`src/rtl/traffic_detect.sv`:
```
// traffic_detect: counts vehicles inside a blink-timed window and raises the
// traffic request for control; the request is held until control acknowledges.
// Ports: clk, rstb (async, active low), blink, inVehicle, inAck
//        -> outTraffic, outCount (saturating total), outTimeout.
// Optional macro TRAFFIC_DETECT_TIMEOUT_EN: an unacknowledged request is dropped
// after C_REQ_TIMEOUT blinks and the sticky outTimeout flag is set.
module traffic_detect #(
  parameter int C_THRESHOLD   = 3,
  parameter int C_WINDOW      = 50,
  parameter int C_HOLDOFF     = 20,
  parameter int C_REQ_TIMEOUT = 100,
  parameter int C_CNT_W       = 8
) (
  input  logic               clk,
  input  logic               rstb,
  input  logic               blink,
  input  logic               inVehicle,
  input  logic               inAck,
  output logic               outTraffic,
  output logic [C_CNT_W-1:0] outCount,
  output logic               outTimeout
);

  // tmr is shared by window, holdoff and timeout, so size it for the longest
  localparam int M1 =
    (C_WINDOW > C_HOLDOFF) ? C_WINDOW : C_HOLDOFF;
  localparam int TMR_MAX =
    (M1 > C_REQ_TIMEOUT) ? M1 : C_REQ_TIMEOUT;
  localparam int TW = $clog2(TMR_MAX + 1);
  localparam int VW = $clog2(C_THRESHOLD + 1);

  localparam logic [VW-1:0] THR = VW'(C_THRESHOLD);
  localparam logic [TW-1:0] WIN = TW'(C_WINDOW);
  localparam logic [TW-1:0] HLD = TW'(C_HOLDOFF);
`ifdef TRAFFIC_DETECT_TIMEOUT_EN
  localparam logic [TW-1:0] RTO = TW'(C_REQ_TIMEOUT);
`endif

  typedef enum logic [1:0] {
    IDLE,
    COUNT,
    REQUEST,
    HOLDOFF
  } state_t;

  state_t          state;
  logic            blink_s1;
  logic            blink_s2;
  logic            veh_s1;
  logic            veh_s2;
  logic            tick;
  logic            veh;
  logic [VW-1:0]   veh_cnt;
  logic [VW-1:0]   veh_nxt;
  logic [TW-1:0]   tmr;
  logic [TW-1:0]   tmr_nxt;

  always_ff @(posedge clk or negedge rstb) begin
    if (!rstb) begin
      blink_s1 <= 1'b0;
      blink_s2 <= 1'b0;
      veh_s1   <= 1'b0;
      veh_s2   <= 1'b0;
    end else begin
      blink_s1 <= blink;
      blink_s2 <= blink_s1;
      veh_s1   <= inVehicle;
      veh_s2   <= veh_s1;
    end
  end

  assign tick    = blink_s1 & ~blink_s2;
  assign veh     = veh_s1 & ~veh_s2;
  assign veh_nxt = veh_cnt + 1'b1;
  assign tmr_nxt = tmr + 1'b1;

  // total vehicle count runs in every state and sticks at all-ones
  always_ff @(posedge clk or negedge rstb) begin
    if (!rstb) begin
      outCount <= '0;
    end else if (veh && (outCount != '1)) begin
      outCount <= outCount + 1'b1;
    end
  end

  always_ff @(posedge clk or negedge rstb) begin
    if (!rstb) begin
      state      <= IDLE;
      outTraffic <= 1'b0;
      veh_cnt    <= '0;
      tmr        <= '0;
`ifdef TRAFFIC_DETECT_TIMEOUT_EN
      outTimeout <= 1'b0;
`endif
    end else begin
      case (state)
        IDLE: begin
          if (veh) begin
            veh_cnt <= VW'(1);
            tmr     <= '0;
            if (C_THRESHOLD == 1) begin
              state      <= REQUEST;
              outTraffic <= 1'b1;
            end else begin
              state <= COUNT;
            end
          end
        end
        COUNT: begin
          // threshold is checked first so a vehicle on the
          // expiring tick still raises the request
          if (veh && (veh_nxt == THR)) begin
            state      <= REQUEST;
            outTraffic <= 1'b1;
            veh_cnt    <= THR;
            tmr        <= '0;
          end else if (tick && (tmr_nxt == WIN)) begin
            state   <= IDLE;
            veh_cnt <= '0;
            tmr     <= '0;
          end else begin
            if (veh) veh_cnt <= veh_nxt;
            if (tick) tmr <= tmr_nxt;
          end
        end
        REQUEST: begin
          if (inAck) begin
            state      <= HOLDOFF;
            outTraffic <= 1'b0;
            tmr        <= '0;
            veh_cnt    <= '0;
          end
`ifdef TRAFFIC_DETECT_TIMEOUT_EN
          else if (tick) begin
            if (tmr_nxt == RTO) begin
              state      <= HOLDOFF;
              outTraffic <= 1'b0;
              outTimeout <= 1'b1;
              tmr        <= '0;
              veh_cnt    <= '0;
            end else begin
              tmr <= tmr_nxt;
            end
          end
`endif
        end
        HOLDOFF: begin
          if (tick) begin
            if (tmr_nxt == HLD) begin
              state <= IDLE;
              tmr   <= '0;
            end else begin
              tmr <= tmr_nxt;
            end
          end
        end
        default: begin
          state      <= IDLE;
          outTraffic <= 1'b0;
          veh_cnt    <= '0;
          tmr        <= '0;
        end
      endcase
    end
  end

`ifndef TRAFFIC_DETECT_TIMEOUT_EN
  assign outTimeout = 1'b0;
`endif

endmodule

```
`config.mk`:
```
export PLATFORM = sky130hd
export DESIGN_NAME = traffic_detect
export DESIGN_NICKNAME = d
export VERILOG_FILES = /design/src/rtl/traffic_detect.sv
export SDC_FILE = /design/constraint.sdc
export NUM_CORES = 1
export LEC_CHECK = 0
export CORE_ASPECT_RATIO = 0.7
export CORE_MARGIN = 2
export CORE_UTILIZATION = 45
export DETAILED_ROUTE_END_ITERATION = 7
export GPL_TIMING_DRIVEN = 0
export HOLD_SLACK_MARGIN = 0.12
export PLACE_DENSITY = 0.66
export SLEW_MARGIN = 20
export SYNTH_ARGS = -nofsm -noshare
export SYNTH_HDL_FRONTEND = slang
export SYNTH_SLANG_ARGS = --single-unit
export TNS_END_PERCENT = 5
```
`constraint.sdc`:
```
create_clock -name clk -period 2.32 [get_ports clk]
set_clock_uncertainty 0.05 [all_clocks]
set_input_delay 0.232 -clock clk [delete_from_list [all_inputs] [get_ports clk]]
set_output_delay 0.232 -clock clk [all_outputs]
set_load 0.01 [all_outputs]
```
==> impl_table.tex, run 1 <==
\begin{tabular}{lr}
\hline
Metric & Value \\
\hline
\multicolumn{2}{l}{\textbf{Min path}} \\
\quad Hold wc startpoint & veh\_s1\$\_DFF\_PN0\_ \\
\quad Hold Path Class & flop to flop \\
\quad Worst hold endpoint & veh\_s2\$\_DFF\_PN0\_ \\
\quad Hold path cells & 0 \\
\multicolumn{2}{l}{\textbf{Synth}} \\
\quad Post-Synthesis Cell Area & 1376 µm² \\
\quad Seq/Total Area, Yosys & 43.64\% \\
\quad Yosys warnings & 0 \\
\quad Area share of fa/ha/maj cells after synthesis & 9.091\% \\
\quad Synth area leader & dfrtp\_1 \\
\quad Synthesized Nets & 157 \\
\quad Multiplexer share of the synthesized area & 1.909\% \\
\quad Asr flop ratio synth & 100.0\% \\
\quad Prevailing post-synth register cell & dfrtp\_1 \\
\quad Number of synthesized register bits & 24 \\
\quad Number of flops mapped to enable cells by yosys & 0 \\
\quad Post-Synthesis Mean Instance Area & 9.692 µm² \\
\quad Fraction of the mapped netlist area in compound gates & 14.73\% \\
\quad Largest family of logic cells by synthesized area & simple AND/OR/NAND/NOR gates \\
\quad Synth Area in Simple Gates & 20.45\% \\
\quad Count of mapped cells out of synthesis & 142 \\
\quad Number of distinct library cells after synthesis & 40 \\
\quad Area share of the largest cell type after synthesis & 43.64\% \\
\quad Xor-xnor portion of the synthesized cell area & 5.091\% \\
\quad Synth top area cells & dfrtp\_1 44\%, ha\_1 9.1\%, nand2\_1 4.4\% \\
\multicolumn{2}{l}{\textbf{Placement}} \\
\quad Detail Placement HPWL & 2.047 mm \\
\quad Gpl congestion & 0.8808 \\
\quad Post-placement setup slack & 0.01643 ns \\
\quad Post-detailed-placement cell area & 1551 µm² \\
\quad Input/output buffers & 13 \\
\quad DP Cell Count & 191 \\
\multicolumn{2}{l}{\textbf{STA}} \\
\quad Final hold violation count & 0 \\
\quad Total setup violations reported at the end of the flow & 0 \\
\quad Post-route worst setup slack & 0.06717 ns \\
\quad Worst-case hold slack & 0.3428 ns \\
\quad Worst slew margin relative to its limit & 62.82\% \\
\quad Final worst path period share & 97.10\% \\
\quad Unrepaired setup endpoints after global routing & yes \\
\quad Final max-slew violation count & 0 \\
\quad Slew at the pin with the worst max-slew slack & 0.5551 ns \\
\quad Final sum of negative setup slack & 0 ns \\
\quad Achievable clock frequency & 443.9 MHz \\
\quad Fin crit period & 2.253 ns \\
\multicolumn{2}{l}{\textbf{Clocking}} \\
\quad H-tree levels & 1 \\
\quad Clock tree from TritonCTS & yes \\
\quad Setup bufs post-CTS & 0 \\
\quad Cts bufs inserted & 3 \\
\quad Clock latency reported for the late side of the worst-skew pair & 0.27 ns \\
\quad Clock slew at the register clock pins of the worst setup and hold paths & 0.08 ns \\
\quad CTS Root Buffer Type & clkbuf\_8 \\
\quad Clock sink total & 24 \\
\quad Max Buffers Root-to-Sink & 2 \\
\multicolumn{2}{l}{\textbf{Run}} \\
\quad Max-cap check violation count & 0 \\
\multicolumn{2}{l}{\textbf{Power and ir drop}} \\
\quad Worst IR drop on VDD & 483.0 µV \\
\quad Power density over the cells & 978.1 nW/µm² \\
\quad Leakage power figure & 0.6939 nW \\
\quad Power, Total & 1.576 mW \\
\multicolumn{2}{l}{\textbf{Layout}} \\
\quad Area growth from synthesis to layout & 17.09\% \\
\quad Proportion of layout cells with a drive suffix above 1 & 11.32\% \\
\quad ANT cells & 0 \\
\quad Design Area, Final & 1612 µm² \\
\quad Nets@finish & 176 \\
\quad Fraction of the core area covered by cells at the end of the flow & 56.29\% \\
\quad Non-filler cells in the finished layout & 195 \\
\multicolumn{2}{l}{\textbf{Worst setup path}} \\
\quad Startpoint class of the critical path & flop \\
\quad Required @ worst endpoint & 2.45 ns \\
\quad Setup slack of the worst register-to-register path & 0.07 ns \\
\quad Reg-to-reg critical path startpoint & tmr[0]\$\_DFFE\_PN0P\_ \\
\quad Setup CP Type & flop to flop \\
\quad WP data arrival & 2.38 ns \\
\quad Reg2Reg Depth & 8 \\
\quad CP Max Fanout & 6 \\
\quad Destination of the worst register-to-register timing path & veh\_cnt[0]\$\_DFFE\_PN0P\_ \\
\quad Type of element capturing the critical path & flop \\
\multicolumn{2}{l}{\textbf{Status}} \\
\quad Run status & completed \\
\multicolumn{2}{l}{\textbf{Global route}} \\
\quad Vias in the first global route & 1024 \\
\quad Busiest layer in global routing & met2 \\
\quad Global-route track usage on met1 & 23.92\% \\
\quad Overall overflow remaining after global route & 0 \\
\quad Antenna violations before repair & 0 \\
\quad Maximum number of pins on one net before global-route repair & 25 \\
\quad Global Route met2 Usage & 26.83\% \\
\quad Global routing usage summed across all routing layers & 17.08\% \\
\quad Met3 layer usage reported by global route & 5.020\% \\
\quad Wire length of the first global-routing pass & 4.747 mm \\
\multicolumn{2}{l}{\textbf{Drt}} \\
\quad Detailed-route vias per instance & 5.446 \\
\quad Overall via count from detail\_route & 1062 \\
\quad Final Routed Wirelength & 2.678 mm \\
\quad Violation count after the first detailed-route iteration & 49 \\
\quad Residual DRC & 0 \\
\quad Wire per inst & 13.73 µm \\
\quad Count of TritonRoute iterations in the first routing pass & 4 \\
\quad Post-detailed-route count of antenna-violating nets & 0 \\
\multicolumn{2}{l}{\textbf{Floorplan}} \\
\quad Die footprint & 3524 µm² \\
\quad Number of top-level pins & 15 \\
\quad Core Area & 2863 µm² \\
\quad DIE WIDTH & 70.10 µm \\
\quad Placement Rows & 16 \\
\quad Die H & 50.27 µm \\
\quad Initial Util & 48.08\% \\
\hline
\end{tabular}
==> sequential cells by signal (all words and copies together), names as in the netlist, named ones only <==
signal,count
tmr,7
veh_s2,1
state,1
veh_cnt,2
outCount,8
veh_s1,1
blink_s2,1
blink_s1,1
outTraffic,1
==> report_power, final <==
group | switching [mW] | internal [mW]
clock network | 0.128 | 0.116
registers | 0.110 | 0.528
logic | 0.363 | 0.330
==> layout make-up <==
cell class | instances | area (µm²)
Inverter | 8 | 30.03
Clock buffer | 3 | 41.29
Fill cell | 265 | 1251
Tap cell | 36 | 45.04
Sequential cell | 24 | 600.6
Multi-Input combinational cell | 105 | 723.2
Buffer | 5 | 36.28
Timing Repair Buffer | 14 | 135.1
==> synthesized netlist by cell type, drive strengths merged (4+ instances only) <==
| cell type | instances |
|---|---|
| dfrtp | 24 |
| nand2 | 16 |
| ha | 10 |
| nor2 | 10 |
| inv | 8 |
| nand3 | 8 |
| a21oi | 7 |
| o21ai | 6 |
| o31ai | 6 |
| buf | 5 |
| a31oi | 4 |
| nand4 | 4 |
| xnor2 | 4 |
| xor2 | 4 |
==> worst max-delay path, stage by stage (launching register included) <==
cell and delay [ns]:
dfrtp_1 0.42, ha_2 0.25, nand3_1 0.10, xor2_1 0.15, a31oi_1 0.17, or3_4 0.46, a311oi_4 0.34, o211ai_1 0.13
o21ai_0 0.10
==> repair_timing <==
| item | CTS | global route |
|---|---|---|
| setup endpoints to repair | 1 | 8 |
| pin swaps | 1 | 0 |
| hold buffers | 0 | 1 |
| endpoints found under the hold margin | 0 | 24 |
| gates resized for setup | 0 | 3 |
==> cells by family (layout without fill, tap and decap cells) <==
kind of cell	after synthesis	count (layout)
xor gates and xnor gates	8	8
and+or+nand+nor	54	54
buffers and inverters	13	30
other	1	1
muxes	2	2
DFF	24	24
adders and majority gates	10	10
AOI/OAI and AO/OA	30	30
==> placed cells by master (no fill, tap or decap), types with 3 or more instances in the layout <==
master,count
nand3_1,7
clkdlybuf4s50_1,12
nand4_1,4
nor2_1,10
a31oi_1,4
ha_1,9
inv_1,8
o21ai_0,5
a21oi_1,7
nand2_1,16
dfrtp_1,24
clkbuf_8,3
xor2_1,4
o31ai_1,5
buf_2,3
xnor2_1,4
==> per-layer routing <==
layer | part of all wire [%] | wire (µm) | vias to the layer above
li1 | - | - | 535
met1 | 52 | 1385 | 510
met2 | 44 | 1188 | 12
met3 | 3.1 | 83 | 5
met4 | 0.78 | 21 | 0
met5 | 0 | 0 | -
==> worst max-delay path by stage <==
stage / start / end / slack (ns) / cells after the start
after floorplan: tmr[0]$_DFFE_PN0P_ / flop / 0.19 / 9
after global placement: tmr[0]$_DFFE_PN0P_ / flop / 0.04 / 9
after detailed placement: tmr[0]$_DFFE_PN0P_ / flop / 0.02 / 9
after CTS: tmr[0]$_DFFE_PN0P_ / veh_cnt[0]$_DFFE_PN0P_ / 0.008 / 8
after global routing: tmr[0]$_DFFE_PN0P_ / flop / -0.06 / 9
final: tmr[0]$_DFFE_PN0P_ / veh_cnt[0]$_DFFE_PN0P_ / 0.07 / 8
Note: power is estimated with default switching activity, not from simulation.
==> run 2: changes to the inputs <==
Settings changed: SETUP_SLACK_MARGIN set to 0.05, TNS_END_PERCENT 5 to unset.
==> impl_table.tex, run 2 (same netlist as run 1, synthesis figures left out) <==
\begin{tabular}{lr}
\hline
Metric & Value \\
\hline
\multicolumn{2}{l}{\textbf{Min path}} \\
\quad Hold path cells & 0 (unchanged) \\
\quad Hold wc startpoint & veh\_s1\$\_DFF\_PN0\_ (unchanged) \\
\quad Hold Path Class & flop to flop (unchanged) \\
\quad Worst hold endpoint & veh\_s2\$\_DFF\_PN0\_ (unchanged) \\
\multicolumn{2}{l}{\textbf{Layout}} \\
\quad Most common library cell in the layout ignoring fill and taps & dfrtp\_1 (unchanged) \\
\quad Nets@finish & 176 (unchanged) \\
\quad Fraction of the core area covered by cells at the end of the flow & 57.95\% (was 56.29\%) \\
\quad ANT cells & 0 (unchanged) \\
\quad Fillcell total & 259 (was 265) \\
\quad Multi-input logic area & 765.7 µm² (was 723.2 µm²) \\
\quad Register Area & 601.8 µm² (was 600.6 µm²) \\
\quad Registers with the highest flip-flop counts & outCount (8), tmr (7), veh\_cnt (2) (unchanged) \\
\quad Max reg flops & 8 (unchanged) \\
\quad Register with the highest flop count & outCount (unchanged) \\
\quad Proportion of layout cells with a drive suffix above 1 & 15.72\% (was 11.32\%) \\
\quad Area growth from synthesis to layout & 20.55\% (was 17.09\%) \\
\quad Highest-count cells in the layout ignoring fill and taps & 23 x dfrtp\_1, 16 x nand2\_1, 12 x clkdlybuf4s50\_1 (was 24 x dfrtp\_1, 16 x nand2\_1, 12 x clkdlybuf4s50\_1) \\
\multicolumn{2}{l}{\textbf{Worst setup path}} \\
\quad Setup CP Type & flop to flop (unchanged) \\
\quad Reg2Reg Depth & 8 (unchanged) \\
\quad CP Max Fanout & 6 (unchanged) \\
\quad Setup slack of the worst register-to-register path & 0.1 ns (was 0.07 ns) \\
\quad Type of element capturing the critical path & flop (unchanged) \\
\quad Destination of the worst register-to-register timing path & veh\_cnt[0]\$\_DFFE\_PN0P\_ (unchanged) \\
\quad Reg-to-reg critical path startpoint & tmr[0]\$\_DFFE\_PN0P\_ (unchanged) \\
\quad Startpoint class of the critical path & flop (unchanged) \\
\quad WP data arrival & 2.35 ns (was 2.38 ns) \\
\quad Required @ worst endpoint & 2.45 ns (about the same) \\
\multicolumn{2}{l}{\textbf{Drt}} \\
\quad Count of TritonRoute iterations in the first routing pass & 4 (unchanged) \\
\quad Violation count after the first detailed-route iteration & 47 (was 49) \\
\quad Overall via count from detail\_route & 1077 (was 1062) \\
\quad Post-detailed-route count of antenna-violating nets & 0 (unchanged) \\
\quad Residual DRC & 0 (unchanged) \\
\quad Wire per inst & 14.01 µm (was 13.73 µm) \\
\quad Final Routed Wirelength & 2.731 mm (was 2.678 mm) \\
\quad Detailed-route vias per instance & 5.523 (was 5.446) \\
\multicolumn{2}{l}{\textbf{Placement}} \\
\quad Gpl congestion & 0.8808 (unchanged) \\
\quad Input/output buffers & 13 (unchanged) \\
\quad Detail Placement HPWL & 2.047 mm (unchanged) \\
\multicolumn{2}{l}{\textbf{Clocking}} \\
\quad Clock sink total & 24 (unchanged) \\
\quad Max Buffers Root-to-Sink & 2 (unchanged) \\
\quad Cts bufs inserted & 3 (unchanged) \\
\quad H-tree levels & 1 (unchanged) \\
\quad CTS Root Buffer Type & clkbuf\_8 (unchanged) \\
\quad Clock slew at the register clock pins of the worst setup and hold paths & 0.08 ns (about the same) \\
\quad Clock latency reported for the late side of the worst-skew pair & 0.27 ns (about the same) \\
\quad Clock tree from TritonCTS & yes (unchanged) \\
\multicolumn{2}{l}{\textbf{Floorplan}} \\
\quad Number of top-level pins & 15 (unchanged) \\
\quad Core Area & 2863 µm² (unchanged) \\
\quad Die H & 50.27 µm (unchanged) \\
\quad Placement Rows & 16 (unchanged) \\
\quad Die footprint & 3524 µm² (unchanged) \\
\quad DIE WIDTH & 70.10 µm (unchanged) \\
\quad Initial Util & 48.08\% (unchanged) \\
\multicolumn{2}{l}{\textbf{Global route}} \\
\quad Maximum number of pins on one net before global-route repair & 25 (unchanged) \\
\quad Wire length of the first global-routing pass & 4.747 mm (unchanged) \\
\quad Antenna violations before repair & 0 (unchanged) \\
\quad Vias in the first global route & 1024 (unchanged) \\
\quad Overall overflow remaining after global route & 0 (unchanged) \\
\quad Global routing usage summed across all routing layers & 17.08\% (unchanged) \\
\multicolumn{2}{l}{\textbf{Run}} \\
\quad Max-cap check violation count & 0 (unchanged) \\
\multicolumn{2}{l}{\textbf{Power and ir drop}} \\
\quad Power density over the cells & 966.1 nW/µm² (was 978.1 nW/µm²) \\
\quad Worst IR drop on VDD & 486.9 µV (was 483.0 µV) \\
\quad Power, Total & 1.603 mW (was 1.576 mW) \\
\quad Leakage power figure & 0.6967 nW (was 0.6939 nW) \\
\multicolumn{2}{l}{\textbf{STA}} \\
\quad Achievable clock frequency & 450.1 MHz (was 443.9 MHz) \\
\quad Slew at the pin with the worst max-slew slack & 0.5369 ns (was 0.5551 ns) \\
\quad Final hold violation count & 0 (unchanged) \\
\quad Final max-slew violation count & 0 (unchanged) \\
\quad Fin crit period & 2.222 ns (was 2.253 ns) \\
\quad Worst slew margin relative to its limit & 64.21\% (was 62.82\%) \\
\quad Worst-case hold slack & 0.3429 ns (was 0.3428 ns) \\
\quad Total setup violations reported at the end of the flow & 0 (unchanged) \\
\quad Final worst path period share & 95.76\% (was 97.10\%) \\
\quad Unrepaired setup endpoints after global routing & yes (unchanged) \\
\multicolumn{2}{l}{\textbf{Status}} \\
\quad Run status & completed (unchanged) \\
\hline
\end{tabular}
==> run 2: cell type report <==
| type | count | share of cell area [%] |
|---|---|---|
| multi-input combinational | 105 | 46.15 |
| sequential | 24 | 36.27 |
| timing repair buffer | 14 | 8.145 |
| tap | 36 | 2.715 |
| clock buffer | 3 | 2.489 |
| buffer | 5 | 2.413 |
| inverter | 8 | 1.810 |
==> run 2: worst max-delay path, cell delays in order, from the launching register on <==
cell and delay (ns):
dfrtp_2 0.46, ha_4 0.19, nand3_1 0.09, xor2_1 0.18, a31oi_2 0.15, or3_4 0.46
a311oi_4 0.34, o211ai_1 0.13, o21ai_0 0.09
==> run 2: how the worst max path moves through the flow <==
stage	from	endpoint	slack, ns	cells past startpoint
2_1_floorplan	tmr[0]$_DFFE_PN0P_	flop	0.19	9
3_3_place_gp	tmr[0]$_DFFE_PN0P_	flop	0.04	9
3_5_place_dp	tmr[0]$_DFFE_PN0P_	flop	0.02	9
4_1_cts	tmr[0]$_DFFE_PN0P_	veh_cnt[0]$_DFFE_PN0P_	0.008	8
5_1_grt	tmr[1]$_DFFE_PN0P_	veh_cnt[0]$_DFFE_PN0P_	-0.02	9
6_report	tmr[0]$_DFFE_PN0P_	veh_cnt[0]$_DFFE_PN0P_	0.1	8
==> run 2: stage by stage <==
step / setup slack, ns / area [µm²] / cells / TNS, ns
final: 0.09845 / 1659 / 195 / 0
after global placement: 0.04397 / 1551 / 191 / 0
after detailed placement: 0.01643 / 1551 / 191 / 0
after CTS: 0.008345 / 1593 / 194 / 0
after global routing: -0.02277 / 1659 / 195 / -0.02277
after floorplan: 0.1943 / 1376 / 142 / 0
==> run 2: metal layers <==
layer	vias up	GRT usage (%)	wire length, µm
met5	-	0	0
met3	5	5.020	97
met2	16	26.83	1212
met4	0	2.885	21
li1	534	-	-
met1	522	23.92	1399
==> run 2: power by group <==
group	internal [mW]	switching (mW)	leakage, nW	total, mW
Combinational	0.341	0.369	0.370	0.710
Clock	0.116	0.129	0.0216	0.246
Sequential	0.530	0.117	0.305	0.648
Total	0.987	0.616	0.697	1.60
==> run 2: repair_timing <==
item | CTS | global route
hold buffers | 0 | 1
gates resized for setup | 0 | 12
pin swaps | 1 | 2
endpoints found under the setup margin | 3 | 9
endpoints found under the hold margin | 0 | 24
setup buffers | 0 | 0
==> run 3: changes to the inputs <==
Settings changed: CORE_MARGIN 2 to 4, CTS_BUF_LIST set to sky130_fd_sc_hd__clkbuf_4, PLACE_DENSITY 0.66 to unset, PLACE_DENSITY_LB_ADDON set to 0.3.
==> impl_table.tex, run 3 (same netlist as run 1, synthesis figures left out) <==
\begin{tabular}{lr}
\hline
Metric & Value \\
\hline
\multicolumn{2}{l}{\textbf{STA}} \\
\quad Worst slew margin relative to its limit & 64.43\% (was 64.21\%) \\
\quad Final sum of negative setup slack & 0 ns (unchanged) \\
\quad Slew at the pin with the worst max-slew slack & 0.5310 ns (was 0.5369 ns) \\
\quad Post-route worst setup slack & 0.09040 ns (was 0.09845 ns) \\
\quad Final worst path period share & 96.10\% (was 95.76\%) \\
\quad Final hold violation count & 0 (unchanged) \\
\quad Unrepaired setup endpoints after global routing & no (was yes) \\
\quad Worst-case hold slack & 0.2925 ns (was 0.3429 ns) \\
\quad Fin crit period & 2.230 ns (was 2.222 ns) \\
\quad Final max-slew violation count & 0 (unchanged) \\
\quad Achievable clock frequency & 448.5 MHz (was 450.1 MHz) \\
\quad Total setup violations reported at the end of the flow & 0 (unchanged) \\
\multicolumn{2}{l}{\textbf{Worst setup path}} \\
\quad Type of element capturing the critical path & flop (unchanged) \\
\quad Crit path largest cell delay & 0.48 ns (was 0.46 ns) \\
\quad Cell-by-cell listing of the critical path & ha\_4 -> nand3\_2 -> xor2\_1 -> a31oi\_2 -> or3\_4 -> a311oi\_4 -> o211ai\_1 -> o21ai\_1 (was ha\_4 -> nand3\_1 -> xor2\_1 -> a31oi\_2 -> or3\_4 -> a311oi\_4 -> o211ai\_1 -> o21ai\_0) \\
\quad Required @ worst endpoint & 2.52 ns (was 2.45 ns) \\
\quad CP Max Fanout & 6 (unchanged) \\
\quad Kind of cell adding the most delay to the critical path & compound AO/OA/AOI/OAI gates (unchanged) \\
\quad Setup CP Type & flop to flop (unchanged) \\
\quad Startpoint class of the critical path & flop (unchanged) \\
\quad Standard cell with the maximum stage delay on the critical path & dfrtp\_2 (unchanged) \\
\quad Combined buffer and inverter count along the critical path & 0 (unchanged) \\
\quad WP data arrival & 2.43 ns (was 2.35 ns) \\
\multicolumn{2}{l}{\textbf{Layout}} \\
\quad Design Area, Final & 1678 µm² (was 1659 µm²) \\
\quad Register Area & 603.1 µm² (was 601.8 µm²) \\
\quad Proportion of layout cells with a drive suffix above 1 & 19.51\% (was 15.72\%) \\
\quad Area growth from synthesis to layout & 21.91\% (was 20.55\%) \\
\quad Highest-count cells in the layout ignoring fill and taps & 22 x dfrtp\_1, 16 x nand2\_1, 12 x clkdlybuf4s50\_1 (was 23 x dfrtp\_1, 16 x nand2\_1, 12 x clkdlybuf4s50\_1) \\
\quad Register with the highest flop count & outCount (unchanged) \\
\quad Max reg flops & 8 (unchanged) \\
\quad Non-filler cells in the finished layout & 200 (was 195) \\
\quad Multi-input logic area & 768.2 µm² (was 765.7 µm²) \\
\quad Fraction of the core area covered by cells at the end of the flow & 58.61\% (was 57.95\%) \\
\quad Nets@finish & 180 (was 176) \\
\quad Registers with the highest flip-flop counts & outCount (8), tmr (7), veh\_cnt (2) (unchanged) \\
\quad ANT cells & 0 (unchanged) \\
\quad Most common library cell in the layout ignoring fill and taps & dfrtp\_1 (unchanged) \\
\quad Fillcell total & 252 (was 259) \\
\multicolumn{2}{l}{\textbf{Floorplan}} \\
\quad Initial Util & 48.08\% (unchanged) \\
\quad DIE WIDTH & 74.10 µm (was 70.10 µm) \\
\quad Core Area & 2863 µm² (unchanged) \\
\quad Die footprint & 4021 µm² (was 3524 µm²) \\
\quad Placement Rows & 16 (unchanged) \\
\quad Number of top-level pins & 15 (unchanged) \\
\quad Die H & 54.27 µm (was 50.27 µm) \\
\multicolumn{2}{l}{\textbf{Power and ir drop}} \\
\quad Power density over the cells & 957.7 nW/µm² (was 966.1 nW/µm²) \\
\quad Power, Total & 1.607 mW (was 1.603 mW) \\
\quad Leakage power figure & 0.7099 nW (was 0.6967 nW) \\
\quad Worst IR drop on VDD & 509.9 µV (was 486.9 µV) \\
\multicolumn{2}{l}{\textbf{Global route}} \\
\quad Overall overflow remaining after global route & 0 (unchanged) \\
\quad Antenna violations before repair & 0 (unchanged) \\
\quad Met3 layer usage reported by global route & 4.220\% (was 5.020\%) \\
\quad Wire length of the first global-routing pass & 4.685 mm (was 4.747 mm) \\
\quad Global Route met2 Usage & 26.03\% (was 26.83\%) \\
\quad Busiest layer in global routing & met2 (unchanged) \\
\quad Global routing usage summed across all routing layers & 15.50\% (was 17.08\%) \\
\quad Vias in the first global route & 1054 (was 1024) \\
\quad Maximum number of pins on one net before global-route repair & 25 (unchanged) \\
\quad Global-route track usage on met1 & 19.47\% (was 23.92\%) \\
\multicolumn{2}{l}{\textbf{Clocking}} \\
\quad H-tree levels & 1 (unchanged) \\
\quad Clock slew at the register clock pins of the worst setup and hold paths & 0.13 ns (was 0.08 ns) \\
\quad Cts bufs inserted & 3 (unchanged) \\
\quad Clock tree from TritonCTS & yes (unchanged) \\
\quad CTS Root Buffer Type & clkbuf\_4 (was clkbuf\_8) \\
\quad Clock latency reported for the late side of the worst-skew pair & 0.31 ns (was 0.27 ns) \\
\quad Max Buffers Root-to-Sink & 2 (unchanged) \\
\quad Clock sink total & 24 (unchanged) \\
\multicolumn{2}{l}{\textbf{Placement}} \\
\quad Post-detailed-placement cell area & 1551 µm² (unchanged) \\
\quad Post-placement setup slack & -0.02064 ns (was 0.01643 ns) \\
\quad Detail Placement HPWL & 2.089 mm (was 2.047 mm) \\
\quad DP Cell Count & 191 (unchanged) \\
\quad Gpl congestion & 0.8683 (was 0.8808) \\
\quad Input/output buffers & 13 (unchanged) \\
\multicolumn{2}{l}{\textbf{Run}} \\
\quad Max-cap check violation count & 0 (unchanged) \\
\multicolumn{2}{l}{\textbf{Drt}} \\
\quad Post-detailed-route count of antenna-violating nets & 0 (unchanged) \\
\quad Count of TritonRoute iterations in the first routing pass & 5 (was 4) \\
\quad Overall via count from detail\_route & 1111 (was 1077) \\
\quad Wire per inst & 14.27 µm (was 14.01 µm) \\
\quad Final Routed Wirelength & 2.853 mm (was 2.731 mm) \\
\quad Detailed-route vias per instance & 5.555 (was 5.523) \\
\quad Residual DRC & 0 (unchanged) \\
\quad Violation count after the first detailed-route iteration & 64 (was 47) \\
\multicolumn{2}{l}{\textbf{Status}} \\
\quad Run status & completed (unchanged) \\
\multicolumn{2}{l}{\textbf{Min path}} \\
\quad Hold Path Class & input pin to flop (was flop to flop) \\
\hline
\end{tabular}
==> run 3: changes by cell type in the layout (fill, tap and decap cells not counted) <==
cell,previous run,this run
a31oi_1,2,3
a31oi_2,2,1
buf_4,1,5
clkbuf_4,0,3
clkbuf_8,3,0
clkinv_1,0,1
dfrtp_1,23,22
dfrtp_2,1,2
inv_1,8,7
inv_2,0,1
nand3_1,7,6
nand3_2,1,2
o21ai_0,5,4
o21ai_2,0,1
==> run 3: worst register-to-register path, cell delays in order (launching register included) <==
cell and delay (ns):
dfrtp_2 0.48, ha_4 0.20, nand3_2 0.08, xor2_1 0.19, a31oi_2 0.16, or3_4 0.45, a311oi_4 0.33, o211ai_1 0.13
o21ai_1 0.10
==> run 3: final cells by class <==
type | count | area share, %
Timing Repair Buffer | 18 | 9.843
Clock inverter | 1 | 0.2237
Buffer | 5 | 2.386
Sequential cell | 24 | 35.94
Inverter | 8 | 1.790
Tap cell | 36 | 2.685
Multi-Input combinational cell | 105 | 45.79
Clock buffer | 3 | 1.342
==> run 3: layer usage <==
metal  share of wire (%)  vias up  wire length, µm
li1                    -      541                -
met1                  48      538             1363
met2                  47       28             1351
met3                 3.8        4              108
met4                 1.1        0               30
met5                   0        -                0
==> run 3: power by group <==
part	switching, mW	total [mW]	internal (mW)
registers	0.124	0.654	0.531
clock network	0.123	0.186	0.0629
logic	0.390	0.767	0.376
==> run 3: final timing paths <==
path                            slack [ns]          startpoint  cells after the start                endpoint
worst max-delay path                  0.09  tmr[1]$_DFFE_PN0P_                      8  veh_cnt[0]$_DFFE_PN0P_
worst min-delay path                  0.29           inVehicle                      1        veh_s1$_DFF_PN0_
worst max register to register        0.09  tmr[1]$_DFFE_PN0P_                      8  veh_cnt[0]$_DFFE_PN0P_
worst min register to register        0.36    veh_s1$_DFF_PN0_                      0        veh_s2$_DFF_PN0_
max in group asynchronous             1.49                rstb                      2      tmr[1]$_DFFE_PN0P_
min in group asynchronous             0.36                rstb                      2      tmr[5]$_DFFE_PN0P_
==> run 3: timing repair <==
action	in CTS	in global routing
pin swaps	1	7
cloned	0	0
buffers inserted	1	3
setup endpoints to repair	5	8
resized for setup	3	13
hold buffers	0	1
endpoints found under the hold margin	0	24
